## src/rtl/seq_mult_pkg.sv

```systemverilog
// Shared types and helpers for the sequential shift-add multiplier.
package seq_mult_pkg;

  localparam int unsigned DEF_WIDTH = 9;

  localparam logic [1:0] S_IDLE = 2'd0;
  localparam logic [1:0] S_CALC = 2'd1;
  localparam logic [1:0] S_FIX  = 2'd2;
  localparam logic [1:0] S_DONE = 2'd3;

  typedef enum logic [1:0] {
    IDLE = S_IDLE,
    CALC = S_CALC,
    FIX  = S_FIX,
    DONE = S_DONE
  } state_t;

  // Magnitude of the low 'width' bits of value; the most negative signed value maps to 2^(width-1).
  function automatic logic [31:0] abs_w(input logic [31:0] value, input int unsigned width,
                                        input logic signed_mode);
    logic [31:0] mask;
    mask = (width >= 32) ? '1 : ((32'd1 << width) - 32'd1);
    if (signed_mode && value[width-1])
      return (~value + 32'd1) & mask;
    return value & mask;
  endfunction

endpackage

```

## src/rtl/seq_mult_hs_cond_negate.sv

```systemverilog
// Combinational conditional two's-complement negation.
module cond_negate
  import seq_mult_pkg::*;
#(
  parameter int unsigned WIDTH = DEF_WIDTH
) (
  input  logic             neg,
  input  logic [WIDTH-1:0] in,
  output logic [WIDTH-1:0] out
);

  always_comb begin
    out = in;
    if (neg)
      out = ~in + WIDTH'(1);
  end

endmodule

```

## src/rtl/seq_mult_hs.sv

```systemverilog
// Iterative shift-add multiplier with run-time signed mode and valid/ready handshakes.
// Build option: SEQ_MULT_EARLY_TERM_EN ends CALC once the remaining multiplier bits are zero.
module seq_mult_hs
  import seq_mult_pkg::*;
#(
  parameter int unsigned WIDTH = DEF_WIDTH
) (
  input  logic               clk,
  input  logic               rst,
  input  logic               in_valid,
  output logic               in_ready,
  input  logic               signed_mode,
  input  logic [WIDTH-1:0]   a,
  input  logic [WIDTH-1:0]   b,
  output logic               out_valid,
  input  logic               out_ready,
  output logic [2*WIDTH-1:0] p,
  output logic               busy
);

  localparam int unsigned CNT_W = $clog2(WIDTH + 1);
  localparam int unsigned PW    = 2 * WIDTH;

  state_t           state;
  logic [PW-1:0]    acc;
  logic [PW-1:0]    acc_fixed;
  logic [WIDTH-1:0] a_mag;
  logic [WIDTH-1:0] b_mag;
  logic [WIDTH-1:0] ma;
  logic [WIDTH-1:0] mb;
  logic [CNT_W-1:0] cnt;
  logic             neg;
  logic             calc_last;

  cond_negate #(.WIDTH(WIDTH)) u_abs_a (
    .neg (signed_mode & a[WIDTH-1]),
    .in  (a),
    .out (a_mag)
  );

  cond_negate #(.WIDTH(WIDTH)) u_abs_b (
    .neg (signed_mode & b[WIDTH-1]),
    .in  (b),
    .out (b_mag)
  );

  cond_negate #(.WIDTH(PW)) u_fix (
    .neg (neg),
    .in  (acc),
    .out (acc_fixed)
  );

`ifdef SEQ_MULT_EARLY_TERM_EN
  // Bits above the one being processed are all zero: nothing left to add.
  always_comb calc_last = (mb[WIDTH-1:1] == '0);
`else
  localparam logic [CNT_W-1:0] LAST = CNT_W'(WIDTH - 1);
  always_comb calc_last = (cnt == LAST);
`endif

  assign in_ready = (state == IDLE);
  assign busy     = (state == CALC) || (state == FIX);

  always_ff @(posedge clk or posedge rst) begin
    if (rst) begin
      state     <= IDLE;
      acc       <= '0;
      ma        <= '0;
      mb        <= '0;
      cnt       <= '0;
      neg       <= 1'b0;
      p         <= '0;
      out_valid <= 1'b0;
    end else begin
      unique case (state)
        IDLE: begin
          if (in_valid) begin
            neg   <= signed_mode & (a[WIDTH-1] ^ b[WIDTH-1]);
            ma    <= a_mag;
            mb    <= b_mag;
            acc   <= '0;
            cnt   <= '0;
            state <= CALC;
          end
        end
        CALC: begin
          if (mb[0])
            acc <= acc + (PW'(ma) << cnt);
          mb  <= mb >> 1;
          cnt <= cnt + CNT_W'(1);
          if (calc_last)
            state <= FIX;
        end
        FIX: begin
          p         <= acc_fixed;
          out_valid <= 1'b1;
          state     <= DONE;
        end
        DONE: begin
          if (out_ready) begin
            out_valid <= 1'b0;
            state     <= IDLE;
          end
        end
        default: state <= IDLE;
      endcase
    end
  end

endmodule

```

## config.mk

```make
export PLATFORM = sky130hd
export DESIGN_NAME = seq_mult_hs
export DESIGN_NICKNAME = d
export VERILOG_FILES = /design/src/rtl/seq_mult_pkg.sv /design/src/rtl/seq_mult_hs_cond_negate.sv /design/src/rtl/seq_mult_hs.sv
export SDC_FILE = /design/constraint.sdc
export NUM_CORES = 1
export LEC_CHECK = 0
export BUFFER_PORTS_ARGS = -buffer_cell sky130_fd_sc_hd__buf_2
export CORE_UTILIZATION = 65
export DETAILED_ROUTE_END_ITERATION = 10
export MAX_ROUTING_LAYER = met4
export PLACE_DENSITY_LB_ADDON = 0.08
export SKIP_LAST_GASP = 1
export SLEW_MARGIN = 20
export SYNTH_ARGS = -nofsm -noshare
export SYNTH_HDL_FRONTEND = slang
export SYNTH_SLANG_ARGS = --single-unit
```

## constraint.sdc

```tcl
create_clock -name clk -period 6.6 [get_ports clk]
set_input_delay 1.32 -clock clk [delete_from_list [all_inputs] [get_ports clk]]
set_output_delay 1.32 -clock clk [all_outputs]
set_load 0.1 [all_outputs]
```

After elaboration in Yosys (flattened, before gate mapping). Cells that the tools add are included.

Bits in registers: 62. Bits of input ports: 23. Output and inout bits: 21. Logic and storage cells: 54.

Add/subtract/negate cells: 5. Equality and inequality tests: 8. Shift operators: 1. Muxes and demuxes: 16. Bitwise operators: 7. Reduce and logical (&&, ||, !) cells: 9.

Operators by type and width (count): 18-bit 2-to-1 mux (3); 18-bit one-hot mux with 2 select lines (1); 9-bit 2-to-1 mux (3); 18-bit by 1-bit adder with 18-bit output (second input constant) (1); 18-bit adder (1); 9-bit by 1-bit adder with 9-bit output (second input constant) (2); 18-bit NOT (1); 9-bit NOT (2); 9-bit one-hot mux with 2 select lines (1); 9-bit by 4-bit left shift with 18-bit output (1); 2-bit inequality test (second input constant) (4); 2-bit one-hot mux with 4 select lines (1); 4-bit one-hot mux with 2 select lines (1); 2-bit 2-to-1 mux (3); 2-bit AND reduction (3); 3-bit AND reduction (2); 4-bit by 1-bit adder with 4-bit output (second input constant) (1); 2-bit == test (second input constant) (2); 4-bit == test (second input constant) (1); 4-bit 2-to-1 mux (1); 2-bit nonzero test (2); 1-bit AND (3); 2-bit by 1-bit == test with 1-bit output (second input constant) (1); 2-bit zero test (1); 4 further kinds (4).

Longest topological paths before layout.
Word-level depth: 5. Mapped depth: 16.

Hierarchy. A second synthesis with hierarchy kept.

Cell total of the unflattened synthesis: 510. Area total of the unflattened synthesis: 4594.4 µm².

By module, submodules not included: seq_mult_hs (instances 1, cells each 406, area each 3860.0 µm²); cond_negate at u_fix (instances 1, cells each 52, area each 371.6 µm²); cond_negate at u_abs_a ... (instances 2, cells each 26, area each 181.4 µm²).

Worst setup path after synthesis. Ideal clock, no wire load.

Path type: reg-to-reg. Start point: register cnt[1]. End point: register acc[11]. Setup time: 132 ps. Arrival: 2895 ps. Path slack: 3573 ps. Stages on the path, launching flop included: 13. Buffers on the path: 2. Clock period less this slack: 3027 ps. Cell sequence: dfrtp_1 clkbuf_1 buf_1 or4_1 inv_1 ha_1 a21oi_1 and4b_1 or2_1 a211o_1 a21oi_1 xor2_1 o21ai_1.

Longest elaborated chain between the ends: 4.

RTL lines: start: declaration (RTL line seq_mult_hs.sv:31) `logic [CNT_W-1:0] cnt;`; start signal: assignment (RTL line seq_mult_hs.sv:90) `cnt <= cnt + CNT_W'(1);`; 9-bit by 4-bit left shift with 18-bit output (RTL line seq_mult_hs.sv:88) `acc <= acc + (PW'(ma) << cnt);`; 18-bit adder (RTL line seq_mult_hs.sv:88); 18-bit 2-to-1 mux (RTL line seq_mult_hs.sv:87) `if (mb[0])`; 18-bit one-hot mux with 2 select lines (RTL line seq_mult_hs.sv:75) `unique case (state)`; end signal: assignment (RTL line seq_mult_hs.sv:88); end: declaration (RTL line seq_mult_hs.sv:25) `logic [PW-1:0] acc;`.

Every way passes these cells. The select of a mux whose other input is x is not followed. A chain may end at the register's enable or synchronous reset.

Final worst setup path.
Start point: register cnt[0]. End point: register acc[11].

Same word-level chain as after synthesis.

==> flow_metrics.py <==
metrics = {
    "run_status": {
        "run_status": "finished with violations",
        "violations": "DRC",
    },
    "die": {
        "io-pin-count": 44,
        "initial_core_util": 0.679,
        "fp.dieH_um": 83.9,
        "die_w_um": 83.9,
        "die_area_mm2": 0.00704,
        "num_rows": 29,
        "core_mm2": 0.00642,
    },
    "logic_synthesis": {
        "netlist_instances": 533,
        "ys_seq_area_frac": 0.356,
        "syn_nets": 583,
        "ys.flop_type": "dfrtp_1",
        "synth-seq-cells": 62,
        "avgSynthCellArea_um2": 8.19,
        "synth-edff-count": 0,
        "ys_types": 56,
        "async_reset_ff_frac": 1.00,
        "yosysWarnings": 0,
        "netlist_area_mm2": 0.00436,
    },
    "sta": {
        "grt_setup_unrepaired": "no",
        "max_slew_margin": 0.485,
        "tightest_slew_ns": 0.773,
        "fin_crit_ns": 3.44,
        "clock_skew_ns": 0.00902,
        "setup_violations": 0,
        "slew_violations": 0,
        "finalHoldViolations": 0,
        "fin_setup_tns_ns": 0,
        "fmax_mhz": 290,
        "post-route-period-util": 0.522,
    },
    "critical_path": {
        "cp_max_fo": 14,
        "worst-path-buf-inv": 1,
        "crit_type": "flip-flop to flip-flop",
        "worst-endpoint-arrival_ns": 3.64,
        "cp-end-kind": "flip-flop",
        "worstPathCellList": "mux2i_1 -> or4_1 -> inv_1 -> ha_1 -> a21oi_1 -> and4b_1 -> or2_1 -> a211o_1 -> a21oi_1 -> xor2_1 -> o21ai_1",
        "cpPeakStageDelay_ns": 0.70,
        "crit_top_cell": "a21oi_1",
        "start_kind": "flip-flop",
        "critPathTopFamily": "simple AND/OR/NAND/NOR gates",
        "cp.required_ns": 6.79,
        "crit_slowest_cell": "dfrtp_1",
    },
    "global_routing": {
        "grt_usage": 0.303,
        "antenna_found_initial": 0,
        "overflow": 0,
        "grt_pass1_vias": 3566,
        "grt_max_degree": 63,
        "grt_pass1_wl_um": 16500,
    },
    "clocking": {
        "insertion_delay_ns": 0.35,
        "cts_htree_levels": 3,
        "cts_num_sinks": 62,
        "post-cts-setup-buffers": 0,
        "clk_path_buf_depth": 2,
        "postCtsHoldBufs": 0,
        "cts_tree": "built",
        "cts-resized-gates": 0,
        "clk_pin_slew_ns": 0.06,
        "cts_buffers": 9,
        "root_buffer": "clkbuf_8",
    },
    "placement": {
        "hpwl_um": 7120,
        "gp_congestion": 0.927,
        "io_buffers": 43,
    },
    "drt": {
        "vias_per_cell": 6.02,
        "drt-initial-drc-count": 191,
        "ant_nets": 0,
        "drc": 10,
        "finalWirelength_um": 9640,
        "firstDrtPassIters": 8,
        "wl_per_cell_um": 15.1,
        "vias": 3850,
    },
    "finish": {
        "fillers": 490,
        "drive_above_1_share": 0.123,
        "final_core_util": 0.739,
        "syn2layout_area_growth_pct": 8.80,
        "multi_input_area_mm2": 0.00263,
        "antenna_cells": 0,
        "area.sequential_mm2": 0.00155,
        "nets": 611,
    },
    "run": {
        "drv_cap": 0,
    },
    "hold_path": {
        "hold_class": "flip-flop to flip-flop",
    },
}
## placed cells by master, fill, tap and decap left out, types with 2 or more instances in the layout
cell      instances
mux2_1            2
ha_1             25
xnor2_1          12
and3_1            2
mux2_2            2
a211oi_1          2
mux2i_1          11
a32oi_1           2
nand3b_1          2
dfrtp_1          62
o21bai_1          2
inv_2             4
o22ai_1           4
nor2b_1           4
nor3b_1           2
clkinv_2          2
nand2b_1          2
o31ai_1           8
nor2_1           45
a21o_1            8
nand2_1          68
a22o_1            3
or4_1             2
nand4_1           3
o21ai_1          49
and2_1            5
inv_1            18
o21a_1            3
xor2_1           25
a32o_1            2
nand3_1          19
clkbuf_8         11
o21ai_0           9
or3_1             7
buf_2            43
a31oi_1           4
a21oi_1          56
buf_4             2
nor3_1           12
## through the flow
step                instances  setup WS, ns  hold WS, ns  cell area [µm²]
floorplan                 533          3.57        0.450             4360
global placement          627          3.28        0.466             4580
detailed placement        627          3.20        0.473             4580
CTS                       640          3.17        0.487             4740
global route              640          2.90        0.495             4750
finish                    640          3.16        0.483             4750
## state kept, by name, indices dropped and copies added, names as in the netlist
name and cells:
mb 9, state 2, neg 1, cnt 4, p 18, out_valid 1
ma 9, acc 18
## Yosys cell counts, drive strengths merged (3+ instances only)
cell	n	area share
a21o	8	0.014
a21oi	56	0.064
a22o	3	0.0060
a31oi	4	0.0057
and2	5	0.0072
buf	4	0.0037
clkbuf	24	0.021
dfrtp	62	0.36
ha	26	0.075
inv	22	0.019
mux2	4	0.010
mux2i	11	0.025
nand2	68	0.059
nand3	19	0.022
nand4	3	0.0043
nor2	45	0.039
nor2b	4	0.0057
nor3	12	0.014
o21a	3	0.0052
o21ai	58	0.067
o22ai	4	0.0057
o31ai	8	0.014
or3	7	0.010
xnor2	12	0.024
xor2	25	0.050
## worst reg2reg max path, delay by kind of cell, from the launching register on
family                   cells  cell delay [ns]
adder cells (fa/ha/maj)      1             0.22
multiplexers                 1             0.25
flip-flops                   1             0.70
buffers and inverters        1             0.09
AND/OR/NAND/NOR              3             1.03
AO/OA/AOI/OAI                4             0.83
XOR/XNOR                     1             0.18
## routing by layer
metal / global-route usage / routed length [µm] / up-vias
met4: 0.122 / 257 / 0
met5: - / 0 / -
met3: 0.0425 / 305 / 21
met2: 0.512 / 4760 / 103
met1: 0.366 / 4320 / 1783
li1: - / - / 1943
## final timing paths
kind | from | end | slack [ns] | depth (start not counted)
max | cnt[0] | acc[11] | 3.16 | 11
min | mb[8] | mb[8] | 0.48 | 1
max reg2reg | cnt[0] | acc[11] | 3.16 | 11
min reg2reg | mb[8] | mb[8] | 0.48 | 1
max in group asynchronous | rst | acc[15] | 4.90 | 3
min in group asynchronous | rst | p[2] | 1.19 | 3
## kinds of logic (layout without fill, tap and decap cells)
family                     count (synthesis)  in the layout  synth area share
and+or+nand+nor                          178            178             0.186
adders and majority gates                 27             27            0.0792
DFF                                       62             62             0.356
muxes                                     16             16            0.0407
buffers and inverters                     50             80            0.0433
AOI/OAI and AO/OA                        163            163             0.221
xor gates and xnor gates                  37             37            0.0743
## cell type report
class | count | share of cell area
flip-flops and latches | 62 | 0.327
inverters | 22 | 0.0174
well taps | 77 | 0.0203
clock buffers | 11 | 0.0319
clock inverters | 2 | 0.00211
multi-input cells | 421 | 0.553
repair buffers | 45 | 0.0485
Power is not shown: default switching activity piles up to over one toggle a cycle in this logic, so the estimate is an artifact.
